$ cat config.mk
export PLATFORM = sky130hd
export DESIGN_NAME = mlp_feature_sequencer_flat
export DESIGN_NICKNAME = d
export VERILOG_FILES = /design/src/rtl/mlp_feature_sequencer_pkg.sv /design/src/rtl/mlp_feature_sequencer_if.sv /design/src/rtl/mlp_feature_sequencer_settle_cnt.sv /design/src/rtl/mlp_feature_sequencer.sv /design/src/flat_wrapper.sv
export SDC_FILE = /design/constraint.sdc
export NUM_CORES = 1
export LEC_CHECK = 0
export ABC_AREA = 1
export CAP_MARGIN = 25
export CELL_PAD_IN_SITES_DETAIL_PLACEMENT = 1
export CELL_PAD_IN_SITES_GLOBAL_PLACEMENT = 1
export CORE_MARGIN = 2
export CORE_UTILIZATION = 36
export DETAILED_ROUTE_END_ITERATION = 7
export PLACE_DENSITY_LB_ADDON = 0.1
export SYNTH_ARGS = -nofsm -noshare
export SYNTH_HDL_FRONTEND = slang
export SYNTH_SLANG_ARGS = --single-unit
$ cat constraint.sdc
create_clock -name clk_i -period 2.4 [get_ports clk_i]
set_clock_uncertainty 0.2 [all_clocks]
set_input_delay 0.48 -clock clk_i [delete_from_list [all_inputs] [get_ports clk_i]]
set_output_delay 0.48 -clock clk_i [all_outputs]
set_load 0.02 [all_outputs]
$ cat src/rtl/mlp_feature_sequencer_pkg.sv
// Shared types and sizes for the printed-MLP feature sequencer.
// Holds the feature/class widths and the sequencer state encoding.
package mlp_io_pkg;

  localparam int N_FEAT     = 7;
  localparam int FEAT_W     = 4;
  localparam int CLS_W      = 2;
  localparam int SETTLE_CYC = 4;

  typedef logic [FEAT_W-1:0] feat_t;
  typedef logic [CLS_W-1:0]  cls_t;

  typedef enum logic [1:0] {
    S_LOAD   = 2'd0,
    S_SETTLE = 2'd1,
    S_HOLD   = 2'd2
  } state_e;

endpackage

$ cat src/rtl/mlp_feature_sequencer_if.sv
// Feature stream (in) and result stream (out) of the MLP feature sequencer.
// slave is the sequencer side; master is the producer/consumer side.
interface mlp_feature_sequencer_if;
  import mlp_io_pkg::*;

  logic  feat_valid;
  logic  feat_ready;
  feat_t feat_data;
  logic  feat_last;
  logic  res_valid;
  logic  res_ready;
  cls_t  res_cls;
  logic  res_unstable;

  modport master (
    output feat_valid, feat_data, feat_last, res_ready,
    input  feat_ready, res_valid, res_cls, res_unstable
  );

  modport slave (
    input  feat_valid, feat_data, feat_last, res_ready,
    output feat_ready, res_valid, res_cls, res_unstable
  );

endinterface

$ cat src/rtl/mlp_feature_sequencer_settle_cnt.sv
// Loadable down-counter timing the classifier settle window.
// Saturates at zero; zero_o and pre_zero_o decode the registered count.
module mlp_settle_cnt #(
  parameter int CNT_W = 3
) (
  input  logic             clk_i,
  input  logic             rst_i,
  input  logic             load_i,
  input  logic [CNT_W-1:0] load_val_i,
  input  logic             en_i,
  output logic             zero_o,
  output logic             pre_zero_o
);

  logic [CNT_W-1:0] cnt_q;
  logic [CNT_W-1:0] cnt_d;

  // Next count: load has priority over decrement.
  always_comb begin
    cnt_d = cnt_q;
    if (load_i) begin
      cnt_d = load_val_i;
    end else if (en_i && (cnt_q != {CNT_W{1'b0}})) begin
      cnt_d = cnt_q - CNT_W'(1'b1);
    end else begin
      cnt_d = cnt_q;
    end
  end

  // Count register.
  always_ff @(posedge clk_i) begin
    if (rst_i) begin
      cnt_q <= {CNT_W{1'b0}};
    end else begin
      cnt_q <= cnt_d;
    end
  end

  assign zero_o     = (cnt_q == {CNT_W{1'b0}});
  assign pre_zero_o = (cnt_q == CNT_W'(1'b1));

endmodule

$ cat src/rtl/mlp_feature_sequencer.sv
// Packs serial 4-bit features into the MLP input, waits a settle window, registers the class.
// Optional DUAL_SAMPLE_EN adds an early class sample and flags a changed result via res_unstable.
module mlp_feature_sequencer
  import mlp_io_pkg::*;
#(
  parameter int SETTLE_CYC_P = SETTLE_CYC
) (
  input  logic                     clk_i,
  input  logic                     rst_i,
  mlp_feature_sequencer_if.slave   bus,
  output logic [N_FEAT*FEAT_W-1:0] mlp_inp_o,
  input  cls_t                     mlp_cls_i,
  output logic                     frame_err_o,
  output logic                     busy_o
);

  localparam int IDX_W = $clog2(N_FEAT);
  localparam int CNT_W = $clog2(SETTLE_CYC_P) + 1;
  localparam logic [IDX_W-1:0] IDX_LAST = IDX_W'(N_FEAT - 1);
  localparam logic [CNT_W-1:0] CNT_LOAD = CNT_W'(SETTLE_CYC_P - 1);

  state_e                     state_q, state_d;
  logic [IDX_W-1:0]           idx_q, idx_d;
  logic [N_FEAT*FEAT_W-1:0]   inp_q, inp_d;
  cls_t                       res_cls_q, res_cls_d;
  logic                       res_valid_q, res_valid_d;
  logic                       res_unstable_q, res_unstable_d;
  logic                       frame_err_q, frame_err_d;
  logic                       cnt_load_s, cnt_en_s;
  logic                       cnt_zero_s, cnt_pre_zero_s;
`ifdef DUAL_SAMPLE_EN
  cls_t                       early_q, early_d;
`else
  logic                       unused_pre_zero_s;
  assign unused_pre_zero_s = cnt_pre_zero_s;
`endif

  mlp_settle_cnt #(.CNT_W(CNT_W)) u_settle_cnt (
    .clk_i      (clk_i),
    .rst_i      (rst_i),
    .load_i     (cnt_load_s),
    .load_val_i (CNT_LOAD),
    .en_i       (cnt_en_s),
    .zero_o     (cnt_zero_s),
    .pre_zero_o (cnt_pre_zero_s)
  );

  // Next-state and datapath updates for the load/settle/hold sequence.
  always_comb begin
    state_d        = state_q;
    idx_d          = idx_q;
    inp_d          = inp_q;
    res_cls_d      = res_cls_q;
    res_valid_d    = res_valid_q;
    res_unstable_d = res_unstable_q;
    frame_err_d    = 1'b0;
    cnt_load_s     = 1'b0;
    cnt_en_s       = 1'b0;
`ifdef DUAL_SAMPLE_EN
    early_d        = early_q;
`endif
    case (state_q)
      S_LOAD: begin
        if (bus.feat_valid) begin
          for (int i = 0; i < N_FEAT; i++) begin
            if (idx_q == IDX_W'(i)) begin
              inp_d[i*FEAT_W +: FEAT_W] = bus.feat_data;
            end else begin
              inp_d[i*FEAT_W +: FEAT_W] = inp_q[i*FEAT_W +: FEAT_W];
            end
          end
          // The final slot closes the frame regardless of feat_last.
          if (idx_q == IDX_LAST) begin
            state_d    = S_SETTLE;
            idx_d      = {IDX_W{1'b0}};
            cnt_load_s = 1'b1;
          end else if (bus.feat_last) begin
            frame_err_d = 1'b1;
            idx_d       = {IDX_W{1'b0}};
          end else begin
            idx_d = idx_q + IDX_W'(1'b1);
          end
        end else begin
          idx_d = idx_q;
        end
      end
      S_SETTLE: begin
        cnt_en_s = 1'b1;
        if (cnt_zero_s) begin
          res_cls_d   = mlp_cls_i;
          res_valid_d = 1'b1;
          state_d     = S_HOLD;
`ifdef DUAL_SAMPLE_EN
          res_unstable_d = (early_q != mlp_cls_i);
`else
          res_unstable_d = 1'b0;
`endif
        end else begin
`ifdef DUAL_SAMPLE_EN
          if (cnt_pre_zero_s) begin
            early_d = mlp_cls_i;
          end else begin
            early_d = early_q;
          end
`else
          state_d = S_SETTLE;
`endif
        end
      end
      S_HOLD: begin
        if (bus.res_ready) begin
          res_valid_d = 1'b0;
          state_d     = S_LOAD;
        end else begin
          state_d = S_HOLD;
        end
      end
      default: begin
        state_d = S_LOAD;
      end
    endcase
  end

  // State and output registers; reset discards any partial frame or pending result.
  always_ff @(posedge clk_i) begin
    if (rst_i) begin
      state_q        <= S_LOAD;
      idx_q          <= {IDX_W{1'b0}};
      inp_q          <= {(N_FEAT*FEAT_W){1'b0}};
      res_cls_q      <= {CLS_W{1'b0}};
      res_valid_q    <= 1'b0;
      res_unstable_q <= 1'b0;
      frame_err_q    <= 1'b0;
`ifdef DUAL_SAMPLE_EN
      early_q        <= {CLS_W{1'b0}};
`endif
    end else begin
      state_q        <= state_d;
      idx_q          <= idx_d;
      inp_q          <= inp_d;
      res_cls_q      <= res_cls_d;
      res_valid_q    <= res_valid_d;
      res_unstable_q <= res_unstable_d;
      frame_err_q    <= frame_err_d;
`ifdef DUAL_SAMPLE_EN
      early_q        <= early_d;
`endif
    end
  end

  assign bus.feat_ready   = (state_q == S_LOAD);
  assign busy_o           = (state_q != S_LOAD);
  assign bus.res_valid    = res_valid_q;
  assign bus.res_cls      = res_cls_q;
  assign bus.res_unstable = res_unstable_q;
  assign mlp_inp_o        = inp_q;
  assign frame_err_o      = frame_err_q;

endmodule

$ cat src/flat_wrapper.sv
// flat-port wrapper written by rule: the top's interface ports become plain ports
module mlp_feature_sequencer_flat import mlp_io_pkg::*;
#(
  parameter int SETTLE_CYC_P = SETTLE_CYC
)
  (clk_i, rst_i, mlp_inp_o, mlp_cls_i, frame_err_o, busy_o, bus_feat_valid, bus_feat_data, bus_feat_last, bus_res_ready, bus_feat_ready, bus_res_valid, bus_res_cls, bus_res_unstable);
  mlp_feature_sequencer_if bus_i ();
  input  logic clk_i;
  input  logic rst_i;
  output logic [N_FEAT*FEAT_W-1:0] mlp_inp_o;
  input  cls_t mlp_cls_i;
  output logic frame_err_o;
  output logic busy_o;
  input wire logic [$bits(bus_i.feat_valid)-1:0] bus_feat_valid;
  input wire logic [$bits(bus_i.feat_data)-1:0] bus_feat_data;
  input wire logic [$bits(bus_i.feat_last)-1:0] bus_feat_last;
  input wire logic [$bits(bus_i.res_ready)-1:0] bus_res_ready;
  output wire logic [$bits(bus_i.feat_ready)-1:0] bus_feat_ready;
  output wire logic [$bits(bus_i.res_valid)-1:0] bus_res_valid;
  output wire logic [$bits(bus_i.res_cls)-1:0] bus_res_cls;
  output wire logic [$bits(bus_i.res_unstable)-1:0] bus_res_unstable;
  assign bus_i.feat_valid = bus_feat_valid;
  assign bus_i.feat_data = bus_feat_data;
  assign bus_i.feat_last = bus_feat_last;
  assign bus_i.res_ready = bus_res_ready;
  assign bus_feat_ready = bus_i.feat_ready;
  assign bus_res_valid = bus_i.res_valid;
  assign bus_res_cls = bus_i.res_cls;
  assign bus_res_unstable = bus_i.res_unstable;
  mlp_feature_sequencer #(.SETTLE_CYC_P(SETTLE_CYC_P)) u_core (.clk_i(clk_i), .rst_i(rst_i), .bus(bus_i), .mlp_inp_o(mlp_inp_o), .mlp_cls_i(mlp_cls_i), .frame_err_o(frame_err_o), .busy_o(busy_o));
endmodule
# After elaboration in Yosys (flattened, before gate mapping)
# Cells that the tools add are included.
word_totals:
  register_bits: 40
  input_bits: 11
  out_inout_bits: 35
  word_cells: 68
op_classes:
  n_addsub: 2
  eq_ne: 12
  mux: 17
  bitwise_logic: 2
  n_reduce_logical: 21
ops:
  columns: ["op", "n"]
  rows:
  - ["$reduce_and A3 Y1", 8]
  - ["$mux W2", 6]
  - ["$eq A3 B3 Y1 const B", 3]
  - ["$mux W1", 7]
  - ["$eq A3 B2 Y1 const B", 2]
  - ["$logic_not A3 Y1", 2]
  - ["$mux W3", 2]
  - ["$pmux W2 S3", 1]
  - ["$reduce_and A2 Y1", 3]
  - ["$reduce_bool A2 Y1", 3]
  - ["$ne A2 B1 Y1 const B", 2]
  - ["$ne A2 B2 Y1 const B", 2]
  - ["$reduce_or A4 Y1", 1]
  - ["$add A3 B1 Y3 const B", 1]
  - ["$eq A3 B1 Y1 const B", 1]
  - ["$reduce_bool A3 Y1", 1]
  - ["$sub A3 B1 Y3 const B", 1]
  - ["$eq A2 B1 Y1 const B", 1]
  - ["$eq A2 B2 Y1 const B", 1]
  - ["$logic_not A2 Y1", 1]
  - ["$not A1 Y1", 2]
  - ["$pmux W1 S2", 1]
  - ["$reduce_or A2 Y1", 1]
  - ["$logic_and A1 B1 Y1", 1]

# Depth between registers and ports, before layout
depth:
  depth_word: 5
  mapped_depth: 8
  ltp_nobuf: 8

# By module
# Synthesis repeated with hierarchy kept, for this count alone.
unflattened:
  cells_unflattened: 290
  hier_area_um2: 1975.6
by_module_without_submodules:
  columns: ["module", "instances", "cells_per_inst", "area_each_um2"]
  rows:
  - ["mlp_feature_sequencer", 1, 255, 1749.2]
  - ["mlp_settle_cnt", 1, 35, 226.5]

# Least setup slack after synthesis
# No wires, ideal clock.
synth_timing:
  path_type: "flip-flop to flip-flop"
  start: "register u_core.idx_q[0]"
  end: "register u_core.inp_q[24] (netlist: u_core.mlp_inp_o[24])"
  setup_time_ns: 0.116
  arrival_ns: 1.171
  setup_slack_ns: 0.913
  stages_incl_launch_ff: 9
  synth_period_minus_slack_ns: 1.487
  cell_sequence: "dfxtp_1 inv_1 ha_1 nand2_1 inv_1 nand3_1 inv_1 nor2_1 nor2_1"
synth_via:
  elab_chain_cells: 2
synth_rtl:
  columns: ["item", "line", "text"]
  rows:
  - ["start, declared", "mlp_feature_sequencer.sv:23", "logic [IDX_W-1:0] idx_q, idx_d;"]
  - ["start signal, assigned", "mlp_feature_sequencer.sv:128", "idx_q <= {IDX_W{1'b0}};"]
  - ["start signal, assigned", "mlp_feature_sequencer.sv:139", "idx_q <= idx_d;"]
  - ["$eq A3 B3 Y1", "mlp_feature_sequencer.sv:66", "if (idx_q == IDX_W'(i)) begin"]
  - ["$reduce_and A3 Y1 (no line)", null, null]
  - ["end signal, assigned", "mlp_feature_sequencer.sv:129", "inp_q <= {(N_FEAT*FEAT_W){1'b0}};"]
  - ["end signal, assigned", "mlp_feature_sequencer.sv:140", "inp_q <= inp_d;"]
  - ["end, declared", "mlp_feature_sequencer.sv:24", "logic [N_FEAT*FEAT_W-1:0] inp_q, inp_d;"]
# No other way between the ends.
# A chain may end at the register's enable or synchronous reset.

# Worst setup path after layout
layout_timing:
  start: "register u_core.state_q[1]"
  end: "output port busy_o"
layout_via:
  elab_chain_cells: 1
layout_rtl:
  columns: ["item", "line", "text"]
  rows:
  - ["start, declared", "mlp_feature_sequencer.sv:22", "state_e state_q, state_d;"]
  - ["start signal, assigned", "mlp_feature_sequencer.sv:138", "state_q <= state_d;"]
  - ["$reduce_bool A2 Y1", "mlp_feature_sequencer.sv:152", "assign busy_o = (state_q != S_LOAD);"]
  - ["end, declared", "flat_wrapper.sv:13", "output logic busy_o;"]
# No other way between the ends.

==> results.yml <==
outcome:
  status: "finished, final reports clean"
place:
  dp_hpwl_mm: 3.20
  dp_worst_setup_slack_ns: 0.388
  place.gp.congestion: 0.859
  io_buffers: 44
  dp.cells: 317
floorplan:
  core_area_sq_um: 4410
  start_util: 0.381
  dieArea_sq_um: 5230
  die_y_um: 72.3
  pin_count: 46
  rows: 24
  die_x_um: 72.3
critical_path:
  rr_endpoint: "u_core.mlp_inp_o[26]$_SDFFE_PP0P_"
  timing.reg2reg.setup_slack_ns: 0.67
  max_stage_delay_ns: 0.60
  arrival_ns: 1.49
  worstPathCellList: "nor2_4 > inv_2 > clkdlybuf4s50_1"
  r2r-start: "u_core.idx_q[0]$_SDFFE_PP0P_"
  critical_path.endpoint_type: "primary output"
  cpMaxStageDelayCell: "clkdlybuf4s50_1"
  crit_required_ns: 1.72
  path_class: "flop to primary output"
  cp-start-kind: "flop"
  critPathMaxFanout: 5
  ff2ff_path_depth: 8
clock_network:
  insertion_delay_ns: 0.30
  cts_hold_buf: 0
  cts_resized: 0
  clockBufferDepth: 2
  cts_setup_buffers: 0
  htree_levels: 2
  cts_buffers: 5
  cts_tree: "yes"
  clockRootBuffer: "clkbuf_8"
  clkSlewWorstSetupHoldPaths_ns: 0.07
  clkSinkCount: 40
logic_synthesis:
  yosys.area.top_type_share: 0.477
  ys_seq_area_frac: 0.477
  syn_area_sq_um: 1680
  yosys_warnings: 0
  synth_area_leaders: "dfxtp_1, nor2_1, o21ai_0, nand2_1, ha_1"
  syn_inst: 225
  synthDistinctLibCells: 22
  syn_area_per_cell_sq_um: 7.47
  synth_fp_nets: 243
  yosysTopAreaCell: "dfxtp_1"
  synth-seq-cells: 40
worst_hold_path:
  holdCritStartpoint: "u_core.bus.res_valid$_SDFFE_PP0P_"
  holdPathEnd: "u_core.bus.res_valid$_SDFFE_PP0P_"
  hold_depth: 2
  hold_path.class: "flop to flop"
timing:
  fin_setup_tns_ns: 0
  fmax_mhz: 461
  setup_viol: 0
  fin_crit_sh: 0.904
  min_period_ns: 2.17
  finalMaxSlewViolations: 0
  final.setup.worst_slack_ns: 0.230
  rsz0062_at_grt: "false"
  finalHoldViolCount: 0
cells_and_area:
  final_nets: 290
  layoutNonFillerInstCount: 325
  most-common-layout-cells: "nor2_1, clkdlybuf4s50_1, dfxtp_1"
  multi_input_area_sq_um: 773
  layout_commonest_cell: "nor2_1"
  final-seq-area_sq_um: 801
  drive_gt1_frac: 0.0659
  fillers: 560
  areaGrowthSynthToFinish_pct: 34.8
  num_antenna_cells: 0
global_route:
  grt_pass1_vias: 1589
  grt.total_usage: 0.180
  grt_overflow_total: 0
  antenna_found_initial: 0
  grt_max_degree: 32
  grt_pass1_wl_mm: 7.32
drt:
  wire_per_inst_um: 13.3
  drtAntennaViolNets: 0
  routed-via-count: 1564
  drc: 0
  first_pass_iters: 4
  routed_via_density: 4.81
  routed_wl_mm: 4.32
  drtIter0Drc: 88
run:
  drv_cap: 0
power_and_ir_drop:
  power_leakage_uw: 0.000953
  powerDensity_nw_per_um2: 589
  ir_drop_uv: 245
## Yosys cell counts, drive strengths merged
master and count:
o21ai 25, nand2 32, nand3 9, buf 4, nor2 61, conb 1, a21oi 6, ha 7
dfxtp 40, nor3 16, clkbuf 2, inv 19, nand3b 1, nor4 1, a31oi 1
## final cells by class
class                   count  area share
flip-flops and latches     40       0.353
multi-input cells         160       0.341
repair buffers             46       0.207
inverters                  19      0.0315
clock buffers               5      0.0304
well taps                  52      0.0287
clock inverters             3     0.00828
## how the worst max path moves through the flow
stage | cells past startpoint | slack, ns | from | endpoint
4_1_cts | 3 | 0.21 | u_core.state_q[1]$_SDFFE_PP0P_ | busy_o
2_1_floorplan | 8 | 0.91 | u_core.idx_q[0]$_SDFFE_PP0P_ | u_core.mlp_inp_o[24]$_SDFFE_PP0P_
5_1_grt | 3 | 0.16 | u_core.state_q[1]$_SDFFE_PP0P_ | busy_o
6_report | 3 | 0.23 | u_core.state_q[1]$_SDFFE_PP0P_ | busy_o
3_3_place_gp | 5 | 0.40 | bus_feat_valid | u_core.mlp_inp_o[24]$_SDFFE_PP0P_
3_5_place_dp | 5 | 0.39 | bus_feat_valid | u_core.mlp_inp_o[26]$_SDFFE_PP0P_
## cell families (layout without fill, tap and decap cells)
logic type,Yosys count,count (layout),synth area share
and+or+nand+nor,120,120,0.310
DFF,40,40,0.477
AOI/OAI and AO/OA,32,32,0.0961
buffers and inverters,25,73,0.0633
adders and majority gates,7,7,0.0521
other,1,1,0.00223
## power breakdown
group | switching, uW | total [uW] | internal (uW)
combinational | 105 | 183 | 78.5
sequential | 14.0 | 702 | 688
clock | 247 | 450 | 203
## state kept, by name, summed over array words and instances, names as in the netlist
register,count
u_core.u_settle_cnt.cnt_q,3
u_core.bus.res_valid,1
u_core.idx_q,3
u_core.frame_err_o,1
u_core.mlp_inp_o,28
u_core.bus.res_cls,2
u_core.state_q,2
## worst max-delay path, delay by kind of cell, from the launching register on
family / cells / cell delay [ns]
flip-flops: 1 / 0.44
AND/OR/NAND/NOR: 1 / 0.08
buffers and inverters: 2 / 0.68
## per-layer routing
layer | vias to the layer above | wire length, um | GRT usage
li1 | 810 | - | -
met1 | 719 | 2050 | 0.229
met2 | 29 | 2050 | 0.298
met3 | 6 | 162 | 0.0431
met4 | 0 | 51 | 0.0608
met5 | - | 0 | 0
## through the flow
stage	power [uW]	util	hold slack, ns	cell area (sq um)
6_report	1330	0.513	0.274	2270
5_1_grt	1410	0.513	0.295	2270
3_3_place_gp	899	0.493	0.257	2180
4_1_cts	1350	0.513	0.282	2270
2_1_floorplan	811	-	0.321	1680
3_5_place_dp	901	0.493	0.273	2180
(Power assumes the default switching activity.)
